$ cat config.mk
export PLATFORM = sky130hd
export DESIGN_NAME = fixed_point_dot_product
export DESIGN_NICKNAME = d
export VERILOG_FILES = /design/src/rtl/fixed_point_pkg.sv /design/src/rtl/fixed_point_mul_trunc.sv /design/src/rtl/fixed_point_dot_product.sv
export SDC_FILE = /design/constraint.sdc
export NUM_CORES = 1
export LEC_CHECK = 0
export BUFFER_PORTS_ARGS = -buffer_cell sky130_fd_sc_hd__buf_2
export CAP_MARGIN = 10
export CORE_MARGIN = 5
export CORE_UTILIZATION = 40
export CTS_CLUSTER_SIZE = 8
export DETAILED_ROUTE_END_ITERATION = 16
export GPL_TIMING_DRIVEN = 0
export HOLD_SLACK_MARGIN = 0.08
export PLACE_DENSITY_LB_ADDON = 0.12
export SYNTH_ARGS = -nofsm -noshare
export SYNTH_HDL_FRONTEND = slang
export SYNTH_SLANG_ARGS = --single-unit
export TNS_END_PERCENT = 30
$ cat constraint.sdc
create_clock -name clk -period 2.1 [get_ports clk]
set_input_delay 0.42 -clock clk [delete_from_list [all_inputs] [get_ports clk]]
set_output_delay 0.42 -clock clk [all_outputs]
set_load 0.01 [all_outputs]
$ cat src/rtl/fixed_point_pkg.sv
// Shared types and helpers for the fixed-point dot-product engine.
package fixed_point_pkg;

  typedef enum logic [1:0] {IDLE, ACCUM, DONE} state_e;

  // Bit positions of the product slice that realigns a full-width product
  // back to the operand Q-format.
  function automatic int unsigned trunc_msb(int unsigned wl, int unsigned fp);
    return wl + fp - 1;
  endfunction

  function automatic int unsigned trunc_lsb(int unsigned fp);
    return fp;
  endfunction

  function automatic int sat_max(int unsigned wl);
    return (1 << (wl - 1)) - 1;
  endfunction

  function automatic int sat_min(int unsigned wl);
    return -(1 << (wl - 1));
  endfunction

endpackage

$ cat src/rtl/fixed_point_mul_trunc.sv
// Combinational signed Q-format multiply, sliced back to Word_Length bits.
// The dropped low bits floor the product (round toward minus infinity).
module fixed_point_mul_trunc
  import fixed_point_pkg::*;
#(
  parameter int unsigned Word_Length     = 6,
  parameter int unsigned Fractional_Part = 3
) (
  input  logic signed [Word_Length-1:0] a_i,
  input  logic signed [Word_Length-1:0] b_i,
  output logic signed [Word_Length-1:0] term_o
);

  localparam int unsigned ProdW = 2 * Word_Length;
  localparam int unsigned TMsb  = trunc_msb(Word_Length, Fractional_Part);
  localparam int unsigned TLsb  = trunc_lsb(Fractional_Part);

  logic signed [ProdW-1:0] prod;
  logic                    unused_prod;

  assign prod        = ProdW'(a_i) * ProdW'(b_i);
  assign term_o      = prod[TMsb:TLsb];
  assign unused_prod = ^prod;

endmodule

$ cat src/rtl/fixed_point_dot_product.sv
// Sequential Q-format dot-product engine with valid/ready operand and result ports.
// Define FIXED_POINT_SATURATE_EN for a saturating accumulator (default: wrap).
module fixed_point_dot_product
  import fixed_point_pkg::*;
#(
  parameter int unsigned Word_Length     = 6,
  parameter int unsigned Integer_Part    = 3,
  parameter int unsigned Fractional_Part = Word_Length - Integer_Part,
  parameter int unsigned Vector_Length   = 4
) (
  input  logic                          clk,
  input  logic                          reset,
  input  logic                          start,
  input  logic signed [Word_Length-1:0] a_in,
  input  logic signed [Word_Length-1:0] b_in,
  input  logic                          in_valid,
  output logic                          in_ready,
  output logic signed [Word_Length-1:0] result,
  output logic                          result_valid,
  input  logic                          result_ready,
  output logic                          busy
);

  localparam int unsigned     CntW    = $clog2(Vector_Length) + 1;
  localparam logic [CntW-1:0] LastCnt = CntW'(Vector_Length - 1);

  state_e                        state_q, state_d;
  logic signed [Word_Length-1:0] acc_q, acc_d;
  logic signed [Word_Length-1:0] result_q, result_d;
  logic [CntW-1:0]               cnt_q, cnt_d;
  logic                          rv_q, rv_d;
  logic signed [Word_Length-1:0] term;
  logic signed [Word_Length-1:0] acc_next;

  fixed_point_mul_trunc #(
    .Word_Length    (Word_Length),
    .Fractional_Part(Fractional_Part)
  ) u_mul (
    .a_i   (a_in),
    .b_i   (b_in),
    .term_o(term)
  );

`ifdef FIXED_POINT_SATURATE_EN
  localparam logic signed [Word_Length-1:0] SatMax = Word_Length'(sat_max(Word_Length));
  localparam logic signed [Word_Length-1:0] SatMin = Word_Length'(sat_min(Word_Length));

  logic signed [Word_Length:0] sum_ext;

  // Overflow shows as disagreement between the two top bits of the widened sum.
  always_comb begin
    sum_ext = {acc_q[Word_Length-1], acc_q} + {term[Word_Length-1], term};
    if (sum_ext[Word_Length] != sum_ext[Word_Length-1]) begin
      acc_next = sum_ext[Word_Length] ? SatMin : SatMax;
    end else begin
      acc_next = sum_ext[Word_Length-1:0];
    end
  end
`else
  assign acc_next = acc_q + term;
`endif

  always_comb begin
    state_d  = state_q;
    acc_d    = acc_q;
    cnt_d    = cnt_q;
    result_d = result_q;
    rv_d     = rv_q;
    case (state_q)
      IDLE: begin
        if (start) begin
          acc_d   = '0;
          cnt_d   = '0;
          state_d = ACCUM;
        end
      end
      ACCUM: begin
        if (in_valid) begin
          acc_d = acc_next;
          cnt_d = cnt_q + CntW'(1);
          if (cnt_q == LastCnt) begin
            result_d = acc_next;
            rv_d     = 1'b1;
            state_d  = DONE;
          end
        end
      end
      DONE: begin
        if (result_ready) begin
          rv_d    = 1'b0;
          state_d = IDLE;
        end
      end
      default: state_d = IDLE;
    endcase
  end

  always_ff @(posedge clk or posedge reset) begin
    if (reset) begin
      state_q  <= IDLE;
      acc_q    <= '0;
      cnt_q    <= '0;
      result_q <= '0;
      rv_q     <= 1'b0;
    end else begin
      state_q  <= state_d;
      acc_q    <= acc_d;
      cnt_q    <= cnt_d;
      result_q <= result_d;
      rv_q     <= rv_d;
    end
  end

  assign in_ready     = (state_q == ACCUM);
  assign busy         = (state_q != IDLE);
  assign result       = result_q;
  assign result_valid = rv_q;

endmodule

Word-level counts from Yosys, hierarchy flattened:

Index checks and enable logic that the tools add are counted.

* register bits after elaboration: 18
* logic and storage cells: 38
* input bits: 17

* multiplexer cells: 15
* multipliers: 1
* equality and inequality tests: 7
* reductions and logical operators: 8
* add/sub/neg operators: 2

Operators by type and width (count)
* 6-bit two-way mux: 2
* 6-bit case mux with 2 select lines: 1
* 6-bit by 6-bit multiplier with 9-bit output: 1
* 2-bit two-way mux: 4
* 4-bit AND reduction: 2
* 6-bit adder: 1
* 3-bit two-way mux: 2
* 2-bit inequality test (second input constant): 3
* 2-bit case mux with 3 select lines: 1
* 3-bit case mux with 2 select lines: 1
* 3-bit AND reduction: 2
* 2-bit nonzero test: 3
* 3-bit by 1-bit adder with 3-bit output (second input constant): 1
* 3-bit by 2-bit equality test with 1-bit output (second input constant): 1
* 1-bit two-way mux: 3
* 2-bit by 1-bit equality test with 1-bit output (second input constant): 1
* 2-bit equality test (second input constant): 1
* 2-bit zero test: 1
* 2-bit by 1-bit inequality test with 1-bit output (second input constant): 1
* 1-bit case mux with 2 select lines: 1

Logic depth before layout (Yosys ltp):

* depth after elaboration: 4
* depth in mapped cells: 15
* depth with buffers taken out: 15

By module:

From an unflattened synthesis, not the netlist that was laid out.

* cell total of the unflattened synthesis: 186
* area, all modules: 1840.5 um^2

Modules (own cells, without submodules)
* fixed_point_dot_product: cells each 95, seq. area each 450.4 um^2, times used 1, area each 978.4 um^2
* fixed_point_mul_trunc: cells each 91, seq. area each 0.0 um^2, times used 1, area each 862.1 um^2

Worst setup path before layout:

OpenSTA, ideal clock, no wires.

* path type: input to register
* start point: in a_in[0]
* end point: reg acc_q[5]
* required time: 2024 ps
* stages: 14
* path slack: -2201 ps
* arrival: 4224 ps
* library setup time: 76 ps
* cell sequence: nand2b_1 fa_1 fa_1 inv_1 fa_1 fa_1 fa_1 xor2_1 ha_1 o21ai_0 o21bai_1 a21oi_1 xnor3_1 o21ai_1

* cells in the longest elaborated chain, start to end: 4

RTL lines
* start, declared: line fixed_point_dot_product.sv:14 `input logic signed [Word_Length-1:0] a_in,`
* 6-bit by 6-bit multiplier with 9-bit output: line fixed_point_mul_trunc.sv:21 `assign prod = ProdW'(a_i) * ProdW'(b_i);`
* 6-bit adder: line fixed_point_dot_product.sv:60 `assign acc_next = acc_q + term;`
* 6-bit two-way mux: line fixed_point_dot_product.sv:78 `if (in_valid) begin`
* 6-bit case mux with 2 select lines: line fixed_point_dot_product.sv:69 `case (state_q)`
* end signal, assigned: line fixed_point_dot_product.sv:101 `acc_q <= '0;`
* end signal, assigned: line fixed_point_dot_product.sv:107 `acc_q <= acc_d;`
* end, declared: line fixed_point_dot_product.sv:28 `logic signed [Word_Length-1:0] acc_q, acc_d;`

No other way between the ends. The select of a mux whose other input is x is not followed.
A chain may end at the register's enable or synchronous reset.

Worst setup path after layout:

* start point: in a_in[0]
* end point: reg result_q[5], in the netlist result[5]

* cells in the longest elaborated chain, start to end: 2

RTL lines
* 6-bit by 6-bit multiplier with 9-bit output: line fixed_point_mul_trunc.sv:21
* 6-bit adder: line fixed_point_dot_product.sv:60
* end signal, assigned: line fixed_point_dot_product.sv:109 `result_q <= result_d;`
* end, declared: line fixed_point_dot_product.sv:29 `logic signed [Word_Length-1:0] result_q, result_d;`

No other way between the ends.

==> flow_summary.yaml <==
worst_setup_path:
  r2r_end: "result[4]$_DFFE_PP0P_"
  setup.worst_path.start_class: "primary input"
  crit_type: "in2reg"
  cpMostUsedCell: "fa_1"
  reg2reg_depth: 8
  rrSetupSlack_ns: 0.24
  cp.required_ns: 2.27
  critPathCapture: "result[5]$_DFFE_PP0P_"
  end_kind: "register"
  arrival_ns: 4.23
  crit_path_top_delay_cell: "fa_2"
  max_stage_delay_ns: 0.57
  crit_chain: "buf_8 -> nand2b_4 -> fa_1 -> fa_1 -> inv_2 -> fa_1 -> fa_2 -> fa_2 -> ha_4 -> o21ai_1 -> o21bai_1 -> a21oi_2 -> xnor3_1 -> o21ai_1"
  r2r-start: "acc_q[0]$_DFFE_PP0P_"
  crit_fanout: 4
  cp-startpoint: "a_in[0]"
detailed_routing:
  drtIter0Drc: 13
  drt-pass1-iter-count: 2
  ant_nets: 0
  wl_um: 3390
  wl_per_cell_um: 13.5
  avgViaCountPerCell: 5.02
  vias: 1266
  drc: 0
placed_design:
  dpl.hpwl_um: 2840
  port_buffers: 25
  place_congestion: 0.838
timing:
  fmax_mhz: 246
  clock_skew_ns: 0.00110
  tightest_slew_ns: 0.665
  whs_ns: 0.263
  relSlewSlack: 0.556
  worst_slack_ns: -1.96
  finalMaxSlewViolations: 0
  hold_viol: 0
  fin_crit_ns: 4.06
  setup_viol: 12
  fin_crit_sh: 1.93
  rsz0062_at_grt: "true"
finish:
  final_util: 0.510
  register_area_um2: 450
  final_nets: 257
  final_common_cell: "nand2_1"
  area_growth_pct: 25.8
  layout_common_cells: "nand2_1 (26), dfrtp_1 (18), inv_1 (17), fa_1 (17), buf_2 (14)"
  fill_cells: 406
  n_antenna_cell: 0
  multi_input_area_um2: 1370
  drive_gt1_frac: 0.275
global_route:
  grt_max_degree: 19
  grt_pass1_wl_um: 6490
  track_usage: 0.133
  overflow: 0
  antenna_found_initial: 0
  first_global_vias: 1432
synthesis:
  ys_types: 28
  netlist_area_um2: 1740
  synthesis.instances: 170
  yosysWarnings: 0
  yosysTopAreaCell: "dfrtp_1"
  syn_avg_cell_area_um2: 10.2
  yosysSeqAreaShare: 0.259
  synth_top_area_frac: 0.259
  syn-num-nets: 225
  synth-seq-cells: 18
  synth_area_leaders: "dfrtp_1 (26%), fa_1 (22%), ha_1 (14%)"
pwr:
  power.total_mw: 2.81
  power_density_nw_per_um2: 1290
  p_leak_nw: 1.05
  peakVddDrop_mv: 0.817
die:
  num_rows: 24
  die_area_um2: 5770
  core_area_um2: 4290
  die_w_um: 75.9
  die_h_um: 75.9
  ioPinCount: 26
  initial_core_util: 0.405
clock_network:
  holdBufCountCts: 0
  cts_max_path_buffers: 2
  cts_tree: "built"
  cts-buffers-inserted: 3
  clkLatencyLatePin_ns: 0.24
  cts_root_buf: "clkbuf_8"
  cts_max_level: 1
  cts.sinks: 18
  clkTransAtPathRegs_ns: 0.06
status:
  status: "complete, but fails checks"
  violations: "negative setup slack"
hold_path:
  worst_hold_path_type: "in2async"
run:
  drv_cap: 0
==> worst max-delay path, delay by kind of cell <==
family	cells	cell delay, ns
buf+inv	2	0.14
compound gates	4	0.52
fa+ha+maj	6	2.78
xor+xnor	1	0.25
simple gates	1	0.13
==> area by class of cell <==
cell class                      count  area share
Multi-Input combinational cell    132       0.626
Clock buffer                        3      0.0189
Inverter                           18      0.0309
Timing Repair Buffer               27      0.0846
Buffer                              2     0.00400
Tap cell                           52      0.0297
Sequential cell                    18       0.206
==> per-layer routing <==
layer,vias to the layer above,part of all wire,track usage
li1,617,-,-
met1,622,0.43,0.162
met2,23,0.52,0.241
met3,4,0.040,0.0201
met4,0,0.013,0.0374
met5,-,0,0
==> metrics by stage <==
step	setup TNS (ns)	setup slack, ns	cells	area (µm²)
4_1_cts	-17.54	-2.03	252	2140
5_1_grt	-18.03	-2.11	252	2190
2_1_floorplan	-17.47	-1.97	170	1780
3_3_place_gp	-21.19	-2.35	247	1970
3_5_place_dp	-21.65	-2.39	247	1970
6_report	-16.64	-1.96	252	2190
==> power breakdown <==
part | internal [mW] | switching (mW)
Sequential | 0.512 | 0.104
Combinational | 1.03 | 0.944
Clock | 0.127 | 0.0985
==> flip-flops by register name (all words and copies together), names as in the netlist <==
register	flops
acc_q	6
result	6
cnt_q	3
state_q	2
result_valid	1
==> logic make-up (layout without fill, tap and decap cells) <==
family | after synthesis | in the layout | synth area share
xor+xnor | 14 | 14 | 0.0863
flops | 18 | 18 | 0.259
fa+ha+maj | 38 | 38 | 0.355
mux | 4 | 4 | 0.0252
buf+inv | 20 | 50 | 0.0439
simple gates | 49 | 49 | 0.133
compound gates | 27 | 27 | 0.0971
==> cell usage after synthesis <==
library cell,count
xor2_1,4
and2_1,10
nand2_1,29
a311oi_1,1
or2_1,1
inv_1,18
ha_1,19
xnor3_1,2
buf_2,1
nand2b_1,4
a22o_1,4
a211oi_1,1
o21ai_0,2
a21oi_1,5
and2b_1,1
o21bai_1,1
nor2_1,1
mux2_1,3
xnor2_1,8
or2_2,1
fa_1,19
a21o_1,4
nor2b_1,1
clkbuf_1,1
mux2i_1,1
dfrtp_1,18
nor3_1,1
o21ai_1,9
==> worst min-delay path by stage <==
stage	start	to	slack [ns]	cells past startpoint
2_1_floorplan	reset	acc_q[0]$_DFFE_PP0P_	0.36	1
3_3_place_gp	result[2]$_DFFE_PP0P_	result[2]$_DFFE_PP0P_	0.47	2
3_5_place_dp	result[5]$_DFFE_PP0P_	result[5]$_DFFE_PP0P_	0.47	2
4_1_cts	reset	result[5]$_DFFE_PP0P_	0.28	2
5_1_grt	reset	result_valid$_DFFE_PP0P_	0.33	2
6_report	reset	result_valid$_DFFE_PP0P_	0.26	2
==> timing repair <==
action	in CTS	in global routing
setup endpoints to repair	12	12
buffers inserted	2	0
resized for setup	21	14
pin swaps	16	11
Note: power is estimated with default switching activity, not from simulation.
